===== src/rtl/sram1d_fifo_ctrl.sv =====
// sram1d_fifo_ctrl: FIFO controller on a single-port SRAM.
// Writes and reads share one SRAM port, so at most one access is granted
// per cycle; a toggle alternates grants when both sides want the port.
// Read data returns one cycle after the read and lands in a 2-entry output
// buffer (OB), which hides the SRAM read latency from the consumer.
// Total capacity is Depth words in SRAM plus 2 in the OB.
module sram1d_fifo_ctrl #(
  parameter int DWidth = 32,
  parameter int AWidth = 10
) (
  input  logic              Clock,
  input  logic              Reset_N,
  input  logic [DWidth-1:0] InData,
  input  logic              InValid,
  output logic              InReady,
  output logic [DWidth-1:0] OutData,
  output logic              OutValid,
  input  logic              OutReady,
  output logic [AWidth:0]   Count,
  output logic              SRAMEnable,
  output logic              SRAMWrite,
  output logic [AWidth-1:0] SRAMAddress,
  output logic [DWidth-1:0] SRAMDIn,
  input  logic [DWidth-1:0] SRAMDOut
);
  localparam logic [AWidth:0] Depth = {1'b1, {AWidth{1'b0}}};

  logic [AWidth-1:0]      wr_ptr_q, rd_ptr_q;
  logic [AWidth:0]        count_q;
  logic                   last_rd_q;   // 1: most recent granted access was a read
  logic                   rd_vld_q;    // read issued last cycle, SRAMDOut valid now
  logic [1:0][DWidth-1:0] ob_q, ob_d;  // [0] is the oldest entry
  logic [1:0]             ob_cnt_q, ob_cnt_d;
  logic [1:0]             cnt_pop;

  logic not_full, rd_want, wr_want, rd_gnt, wr_gnt, pop;

  // Wants come from registered state (plus InValid); pops are not credited
  // so the OB can never be over-subscribed by in-flight reads.
  assign not_full = (count_q < Depth);
  assign rd_want  = (count_q != '0) &&
                    (({1'b0, ob_cnt_q} + {2'b00, rd_vld_q}) < 3'd2);
  assign wr_want  = InValid & not_full;

  // Arbitration gated by Reset_N so nothing reaches the SRAM during reset.
  assign rd_gnt = Reset_N & rd_want & (~wr_want | ~last_rd_q);
  assign wr_gnt = Reset_N & wr_want & (~rd_want |  last_rd_q);

  // InReady only looks at count and the read grant, never at OutReady.
  assign InReady = Reset_N & not_full & ~rd_gnt;

  assign SRAMEnable  = rd_gnt | wr_gnt;
  assign SRAMWrite   = wr_gnt;
  assign SRAMAddress = rd_gnt ? rd_ptr_q : wr_ptr_q;
  assign SRAMDIn     = InData;

  assign OutValid = (ob_cnt_q != 2'd0);
  assign OutData  = ob_q[0];
  assign Count    = count_q;
  assign pop      = OutValid & OutReady;

  // Output buffer next state: pop shifts the head out, then a returning
  // read is appended behind whatever remains.
  always_comb begin
    ob_d     = ob_q;
    ob_cnt_d = ob_cnt_q;
    cnt_pop  = ob_cnt_q;
    if (pop) begin
      ob_d[0] = ob_q[1];
      cnt_pop = ob_cnt_q - 2'd1;
    end
    ob_cnt_d = cnt_pop;
    if (rd_vld_q) begin
      ob_d[cnt_pop[0]] = SRAMDOut;
      ob_cnt_d         = cnt_pop + 2'd1;
    end
  end

  // Pointers, count and arbitration toggle advance on granted accesses.
  always_ff @(posedge Clock or negedge Reset_N) begin
    if (!Reset_N) begin
      wr_ptr_q  <= '0;
      rd_ptr_q  <= '0;
      count_q   <= '0;
      last_rd_q <= 1'b0;
    end else begin
      if (wr_gnt) begin
        wr_ptr_q <= wr_ptr_q + AWidth'(1);
        count_q  <= count_q + (AWidth+1)'(1);
      end else if (rd_gnt) begin
        rd_ptr_q <= rd_ptr_q + AWidth'(1);
        count_q  <= count_q - (AWidth+1)'(1);
      end
      if (rd_gnt | wr_gnt) last_rd_q <= rd_gnt;
    end
  end

  // Read-return tracking and output buffer; reset drops in-flight data.
  always_ff @(posedge Clock or negedge Reset_N) begin
    if (!Reset_N) begin
      rd_vld_q <= 1'b0;
      ob_q     <= '0;
      ob_cnt_q <= 2'd0;
    end else begin
      rd_vld_q <= rd_gnt;
      ob_q     <= ob_d;
      ob_cnt_q <= ob_cnt_d;
    end
  end

endmodule


===== config.mk =====
export PLATFORM = sky130hd
export DESIGN_NAME = sram1d_fifo_ctrl
export DESIGN_NICKNAME = d
export VERILOG_FILES = /design/src/rtl/sram1d_fifo_ctrl.sv
export SDC_FILE = /design/constraint.sdc
export NUM_CORES = 1
export LEC_CHECK = 0
export ABC_AREA = 1
export BUFFER_PORTS_ARGS = -buffer_cell sky130_fd_sc_hd__buf_2
export CAP_MARGIN = 10
export CELL_PAD_IN_SITES_DETAIL_PLACEMENT = 1
export CELL_PAD_IN_SITES_GLOBAL_PLACEMENT = 2
export CORE_MARGIN = 4
export CORE_UTILIZATION = 31
export CTS_CLUSTER_SIZE = 14
export DETAILED_ROUTE_END_ITERATION = 10
export PLACE_DENSITY = 0.77
export SYNTH_ARGS = -nofsm -noshare
export SYNTH_HDL_FRONTEND = slang
export SYNTH_SLANG_ARGS = --single-unit

===== constraint.sdc =====
create_clock -name Clock -period 3 [get_ports Clock]
set_clock_uncertainty 0.15 [all_clocks]
set_input_delay 0.45 -clock Clock [delete_from_list [all_inputs] [get_ports Clock]]
set_output_delay 0.45 -clock Clock [all_outputs]
set_load 0.05 [all_outputs]

=== Word-level counts from Yosys, hierarchy flattened ===
Cells that the tools add are included.

* Register bits after elaboration: 99
* Input port bits: 68

* Bitwise gates (word level): 16
* Muxes and demuxes: 10
* Reduce and logical (&&, ||, !) cells: 6
* $lt $le $gt $ge: 4
* Add/subtract/negate cells: 7

{| class="wikitable"
|+ Operator list
! cell !! count
|-
| 2-to-1 mux 32 bit || 3
|-
| bitwise mux 64 bit || 1
|-
| demux 32 bit (select 1 bit) || 1
|-
| 2-to-1 mux 11 bit || 2
|-
| adder 10 x 1 -> 10 bit (second input constant) || 2
|-
| adder 11 x 1 -> 11 bit (second input constant) || 1
|-
| < comparator 11 bit (second input constant) || 1
|-
| nonzero test 11 bit || 1
|-
| subtractor 11 x 1 -> 11 bit (second input constant) || 1
|-
| 2-to-1 mux 10 bit || 1
|-
| bitwise AND 1 bit || 8
|-
| NOT 1 bit || 5
|-
| 2-to-1 mux 2 bit || 2
|-
| nonzero test 2 bit || 2
|-
| adder 2 x 1 -> 3 bit || 1
|-
| < comparator 3 x 2 -> 1 bit (second input constant) || 1
|-
| bitwise OR 1 bit || 3
|-
| adder 2 x 1 -> 2 bit (second input constant) || 1
|-
| logical AND 1 bit || 2
|-
| < comparator 1 x 2 -> 1 bit (second input constant) || 1
|-
| AND reduction 2 bit || 1
|-
| subtractor 2 x 1 -> 2 bit (second input constant) || 1
|-
| >= comparator 1 bit (second input constant) || 1
|}

=== Depth between registers and ports, before layout ===
Gate-level depths: netlist of the first run.

* Depth after elaboration: 9
* Mapped depth: 16
* Depth with buffers taken out: 16

=== Worst setup path after synthesis of the first run ===
OpenSTA, ideal clock, no wires.

* Path kind: register -> output
* Start: register count_q[0] (netlist: Count[0])
* End: output port SRAMAddress[1]
* Stages on the path, launching flop included: 9
* Path slack: 0.006 ns
* Arrival: 2.394 ns
* Cells stage by stage: dfrtp_1 -> nor2_1 -> nand2_1 -> nor2_1 -> nand2_2 -> nand4_4 -> inv_2 -> buf_6 -> o21ai_0

* Word-level cells in the longest chain between the ends: 6

{| class="wikitable"
|+ Ends and longest elaborated chain
! element !! RTL line !! RTL
|-
| start: declaration || 29 || <nowiki>logic [AWidth:0] count_q;</nowiki>
|-
| start signal: assignment || 89 || <nowiki>count_q <= count_q + (AWidth+1)'(1);</nowiki>
|-
| start signal: assignment || 92 || <nowiki>count_q <= count_q - (AWidth+1)'(1);</nowiki>
|-
| < comparator 11 bit || 40 || <nowiki>assign not_full = (count_q < Depth);</nowiki>
|-
| bitwise AND 1 bit || 43 || <nowiki>assign wr_want = InValid & not_full;</nowiki>
|-
| NOT 1 bit || 46 || <nowiki>assign rd_gnt = Reset_N & rd_want & (~wr_want | ~last_rd_q);</nowiki>
|-
| bitwise OR 1 bit || 46 ||
|-
| bitwise AND 1 bit (*) || 46 ||
|-
| via rd_gnt || 36 || <nowiki>logic not_full, rd_want, wr_want, rd_gnt, wr_gnt, pop;</nowiki>
|-
| 2-to-1 mux 10 bit (*) || 54 || <nowiki>assign SRAMAddress = rd_gnt ? rd_ptr_q : wr_ptr_q;</nowiki>
|-
| end: declaration || 22 || <nowiki>output logic [AWidth-1:0] SRAMAddress,</nowiki>
|}

The timed path passes the listed nets; every way through them passes the cells marked *.

=== Worst setup path in the final report of the first run ===
* Start: register count_q[0] (netlist: Count[0])
* End: output port SRAMAddress[2]

* Word-level cells in the longest chain between the ends: 6

{| class="wikitable"
|+ Ends and longest elaborated chain
! element !! RTL line
|-
| < comparator 11 bit || 40
|-
| bitwise AND 1 bit || 43
|-
| NOT 1 bit || 46
|-
| bitwise OR 1 bit || 46
|-
| bitwise AND 1 bit (*) || 46
|-
| 2-to-1 mux 10 bit (*) || 54
|}

Every way passes the cells marked *; elsewhere a longest branch is shown, timed or not.

==> results of run 1 <==
sequential cells by signal, summed over array words and instances, names as in the netlist:
register and cells:
ob_q 32, wr_ptr_q 10, rd_ptr_q 10, OutData 32
last_rd_q 1, rd_vld_q 1, ob_cnt_q 2, Count 11
worst register-to-register path: cells and delay by family (launching register included):
kind	cells	cell delay (ns)
AO/OA/AOI/OAI	1	0.19
adder cells (fa/ha/maj)	1	0.41
flip-flops	1	0.47
AND/OR/NAND/NOR	14	1.30
per-stage QoR:
stage | total power (uW) | setup WS (ns) | hold WS, ns | area, um^2 | cells
detailed placement | 6624 | 0.3353 | 0.3409 | 5639 | 847
global route | 8415 | 0.06880 | 0.1109 | 5961 | 863
CTS | 7922 | 0.1750 | 0.06668 | 5956 | 863
global placement | 6484 | 0.3877 | 0.3196 | 5639 | 847
floorplan | 6043 | 0.005576 | 0.004409 | 5479 | 613
finish | 7793 | 0.2259 | 0.05148 | 5961 | 863
layer usage:
metal,up-vias,global-route usage,share of wire
met4,2,0.04997,0.016
met2,77,0.2316,0.47
li1,1994,-,-
met5,-,0,0.00081
met1,2025,0.1806,0.46
met3,28,0.03426,0.052
timing repair:
item / 4_1_cts / 5_1_grt
setup endpoints to repair: 0 / 1
resized for setup: 0 / 3
hold buffers: 0 / 0
cell usage in the layout (no fill, tap or decap), types with 2 or more instances in the layout:
cell type,instances
o21ai_1,6
o21ai_0,18
xor2_1,13
xnor2_1,4
nand3_1,54
buf_2,90
nand4_1,3
mux2_2,31
ha_1,14
clkbuf_16,9
inv_6,2
nand3b_1,4
inv_2,2
a31oi_1,32
inv_1,33
a21oi_1,9
inv_4,2
nor3_1,6
bufinv_16,2
clkinv_2,2
buf_4,8
nand2_1,123
dfrtp_1,99
nor2_1,54
nand2_4,3
final timing paths:
| check | startpoint | end | cells past startpoint |
|---|---|---|---|
| max in group asynchronous | Reset_N | OutData[22] | 2 |
| hold reg to reg | wr_ptr_q[6] | wr_ptr_q[6] | 2 |
| hold / removal | Reset_N | Count[6] | 2 |
| setup reg to reg | Count[0] | Count[8] | 16 |
| min in group Clock | SRAMDOut[7] | ob_q[39] | 2 |
| setup / recovery | Count[0] | SRAMAddress[2] | 8 |
power breakdown:
part	internal [uW]	switching (uW)	leakage [uW]	total [uW]
Sequential	1970	440	0.00121	2410
Combinational	1260	2870	0.00153	4130
Clock	735	522	0.000157	1260
Total	3970	3830	0.00290	7790
layout make-up:
class | count | area (um^2)
clock buffers | 10 | 229.0
clock inverters | 6 | 87.58
fillers | 2059 | 11340
inverters | 37 | 143.9
multi-input cells | 387 | 2223
flip-flops and latches | 99 | 2477
well taps | 225 | 281.5
repair buffers | 99 | 518.0
logic make-up after synthesis:
logic type               share of synthesized area
XOR/XNOR                                   0.03014
adder cells (fa/ha/maj)                    0.03563
flip-flops                                  0.4522
buffers and inverters                       0.1420
AO/OA/AOI/OAI                              0.07399
multiplexers                               0.06577
AND/OR/NAND/NOR                             0.2003
==> out/results.tsv, run 1 <==
metric	value	unit
critical path's top delay family	buffers and inverters	
Crit path top cell by count	nor2_1	
Worst path slowest cell	dfrtp_1	
FFs w/ async S/R, synth	1.000	
syn avg cell area	8.938	um^2
Power Density	1307	nW/um^2
CTS tree	built	
LEAKAGE	0.002899	uW
H-tree Lvls	3	
die area	19870	um^2
core box area	17300	um^2
via count	4126	
DRT Pass-1 Iters	4	
Peak supply drop	0.0005581	V
worst skew pair latency	0.34	ns
DIE WIDTH	140.9	um
DRC	0	
clock buffer count from CTS	9	
die extent in y	140.9	um
WP data required	2.40	ns
Layout Nets	716	
postcts setup bufs	0	
period utilization	0.9247	
synth-to-layout area growth	8.792	%
final core occ	0.3446	
IO Pins	157	
Slew HR	0.4291	
Worst-path clk slew	0.07	ns
min Tclk post-route	2.774	ns
unique cell type count in the Yosys netlist	36	
Post-synth EDFFs	0	
final slew viol count	0	
DRT iter0 DRCs	154	
routed vias/inst	4.781	
Final GP Congestion	0.8053	
f_max	0.3605	GHz
Yosys top cell area share	0.4522	
deepest clock path buffer count	2	
post-synth top area cell	dfrtp_1	
Clock Tree Root	clkbuf_16	
share of post-route cells with drive strength above 1	0.2492	
total wire length	13.65	mm
startpoint types	register	
Hold Crit Class	in2async	
row count	48	
CP Capture Type	output port	
# clock sinks	99	
crit path kind	reg2out	
Worst Path Buf+Inv	2	
Ant. Diodes	0	
outcome	finished clean	
Area contributors post-synth	dfrtp_1, buf_4, nand2_1	
Post-Syn Instances	613	
top cells by count, synth	nand2_1, dfrtp_1, buf_4, nand3_1, nor2_1	
Starting Density	0.3168	
Syn Std Cell Area	5479	um^2
largest net degree at the start of global routing	66	
CP Max Fanout	17	
Yosys warnings	0	
Final Hold Viols	0	
setup TNS	0	ns
RSZ-0062 raised after global routing	false	
vias in the first global route	4500	
first-pass GRT wire length	22.85	mm
Mapped Nets	696	
R2R setup slack	0.35	ns
CP peak stage delay	0.49	ns
# setup viols final	0	
Yosys reg bits	99	
Slew @ Worst Pin	0.8564	ns
post-route ant nets	0	
most numerous cell in the Yosys netlist	nand2_1	
Main synth FF type	dfrtp_1	
hpwl dp	9.617	mm
Max Cap Viol	0	
critical-path cell list	nor2_1 > nand2_1 > nor2_1 > nand2_2 > nand4_4 > buf_4 > o21ai_0 > buf_2	
initial antenna violation count	1	
critical path data arrival time	2.17	ns
port bufs	92	
GRT Overall Usage	0.1407	
DR WL/cell	15.82	um
fraction of the yosys area taken by sequential cells	0.4522	
Congestion Overflow GR	0	
No activity file was read; power rests on OpenSTA's default activity.
==> run 2: changes to the inputs <==
--- a/config.mk
+++ b/config.mk
@@ -12,9 +12,10 @@
 export CELL_PAD_IN_SITES_GLOBAL_PLACEMENT = 2
 export CORE_MARGIN = 4
 export CORE_UTILIZATION = 31
-export CTS_CLUSTER_SIZE = 14
+export CTS_CLUSTER_SIZE = 25
 export DETAILED_ROUTE_END_ITERATION = 10
 export PLACE_DENSITY = 0.77
+export REMOVE_ABC_BUFFERS = 1
 export SYNTH_ARGS = -nofsm -noshare
 export SYNTH_HDL_FRONTEND = slang
 export SYNTH_SLANG_ARGS = --single-unit
==> out/results.tsv, run 2 (same netlist as run 1, synthesis figures left out) <==
metric	value	unit	change
outcome	finished clean		
CP Capture Type	output port		
first-pass GRT wire length	24.96	mm	+9.2%
setup TNS	0	ns	unchanged
commonest cells after routing, fill and taps aside	nand2_1, dfrtp_1, buf_2		
Worst-path clk slew	0.07	ns	about the same
Ant. Diodes	0		unchanged
hpwl dp	10.60	mm	+10%
initial antenna violation count	0		-1
Critical Path Start	rd_vld_q		
RSZ-0062 raised after global routing	false		
crit path kind	reg2out		
R2R setup slack	0.44	ns	+0.09 ns
f_max	0.3673	GHz	+1.9%
post-route ant nets	0		unchanged
DRT iter0 DRCs	187		+21%
DRT Pass-1 Iters	4		unchanged
Layout Cells excl Fill	864		+0.12%
Final GP Congestion	0.7649		-5.0%
Max Cap Viol	0		unchanged
synth-to-layout area growth	8.860	%	about the same
Layout Nets	717		+0.14%
CP Max Fanout	18		+1
routed vias/inst	4.922		+3.0%
Clock Tree Root	clkbuf_16		
die extent in y	140.9	um	unchanged
Starting Density	0.3168		unchanged
critical path's top delay family	buffers and inverters		
register area	2477	um^2	unchanged
Hold Crit Class	in2async		
clock buffer count from CTS	9		unchanged
FF-to-FF Start	Count[7]		
H-tree Lvls	3		unchanged
worst skew pair latency	0.35	ns	about the same
# setup viols final	0		unchanged
critical-path cell list	a21oi_2 > nand4_4 > inv_2 > nand2_1 > o21ai_0 > buf_2		
share of post-route cells with drive strength above 1	0.2504		+0.001175
IO Pins	157		unchanged
DRC	0		unchanged
core box area	17300	um^2	unchanged
DR WL/cell	17.74	um	+12%
Power Density	1312	nW/um^2	+0.38%
PnR Total Power	7827	uW	+0.45%
period utilization	0.9075		-0.01718
Critical R2R Capture	Count[5]		
critical path data arrival time	2.12	ns	-0.05 ns
CP peak stage delay	0.44	ns	-0.05 ns
die area	19870	um^2	unchanged
DIE WIDTH	140.9	um	unchanged
postcts setup bufs	0		unchanged
vias in the first global route	4583		+1.8%
Design Area, Final	5964	um^2	about the same
deepest clock path buffer count	2		unchanged
multi-input combinational cell area	2223	um^2	unchanged
Resized cells post-CTS	0		unchanged
DP Area	5647	um^2	+0.13%
Slew @ Worst Pin	0.9096	ns	+0.05317 ns
CTS tree	built		
reg2reg path depth	12		-4
commonest non-fill, non-tap cell in the layout	nand2_1		
final slew viol count	0		unchanged
Final Hold Viols	0		unchanged
LEAKAGE	0.002897	uW	about the same
Congestion Overflow GR	0		unchanged
min Tclk post-route	2.723	ns	-0.05155 ns
Worst Path Buf+Inv	2		unchanged
# clock sinks	99		unchanged
row count	48		unchanged
port bufs	92		unchanged
placed cells	848		+0.12%
Post-CTS Hold Buffers	0		unchanged
WP data required	2.40	ns	about the same
worst hold margin	0.04903	ns	-0.002453 ns
startpoint types	register		
via count	4253		+3.1%
GRT Overall Usage	0.1577		+0.01703
Slew HR	0.3936		-0.03545
# fillers	2038		-1.0%
total wire length	15.33	mm	+12%
Peak supply drop	0.0005112	V	-8.4%
largest net degree at the start of global routing	71		+7.6%
Worst path slowest cell	dfrtp_1		
==> run 2: metrics by stage <==
stage / setup WS [ns] / util
after floorplan: -0.2473 / -
after global placement: 0.4496 / 0.3265
after detailed placement: 0.3936 / 0.3265
after CTS: 0.2125 / 0.3448
after global routing: 0.08946 / 0.3448
final: 0.2775 / 0.3448
==> run 2: metal layers <==
layer | vias to the layer above | track usage | routed length [um]
met4 | 0 | 0.04386 | 142
met3 | 9 | 0.05393 | 1119
li1 | 2006 | - | -
met5 | - | 0.02256 | 0
met1 | 2116 | 0.2062 | 7150
met2 | 122 | 0.2475 | 6916
==> run 2: power breakdown <==
group	switching (uW)	total [uW]	internal, uW
registers	439	2410	1970
logic	2880	4150	1270
clock network	533	1270	734
==> run 2: worst max-delay path by stage <==
stage	slack, ns	cells past startpoint	endpoint
after detailed placement	0.39	12	Count[5]
after CTS	0.21	6	SRAMAddress[1]
after global routing	0.09	12	Count[5]
final	0.28	6	SRAMAddress[1]
after floorplan	-0.25	8	ob_q[32]
after global placement	0.45	16	Count[10]
==> run 2: final cells by class <==
| cell class | count | share of cell area |
|---|---|---|
| clock buffer | 10 | 0.03839 |
| clock inverter | 6 | 0.01489 |
| inverter | 37 | 0.02370 |
| multi-input combinational | 387 | 0.3728 |
| sequential | 99 | 0.4154 |
| tap | 225 | 0.04720 |
| timing repair buffer | 100 | 0.08769 |
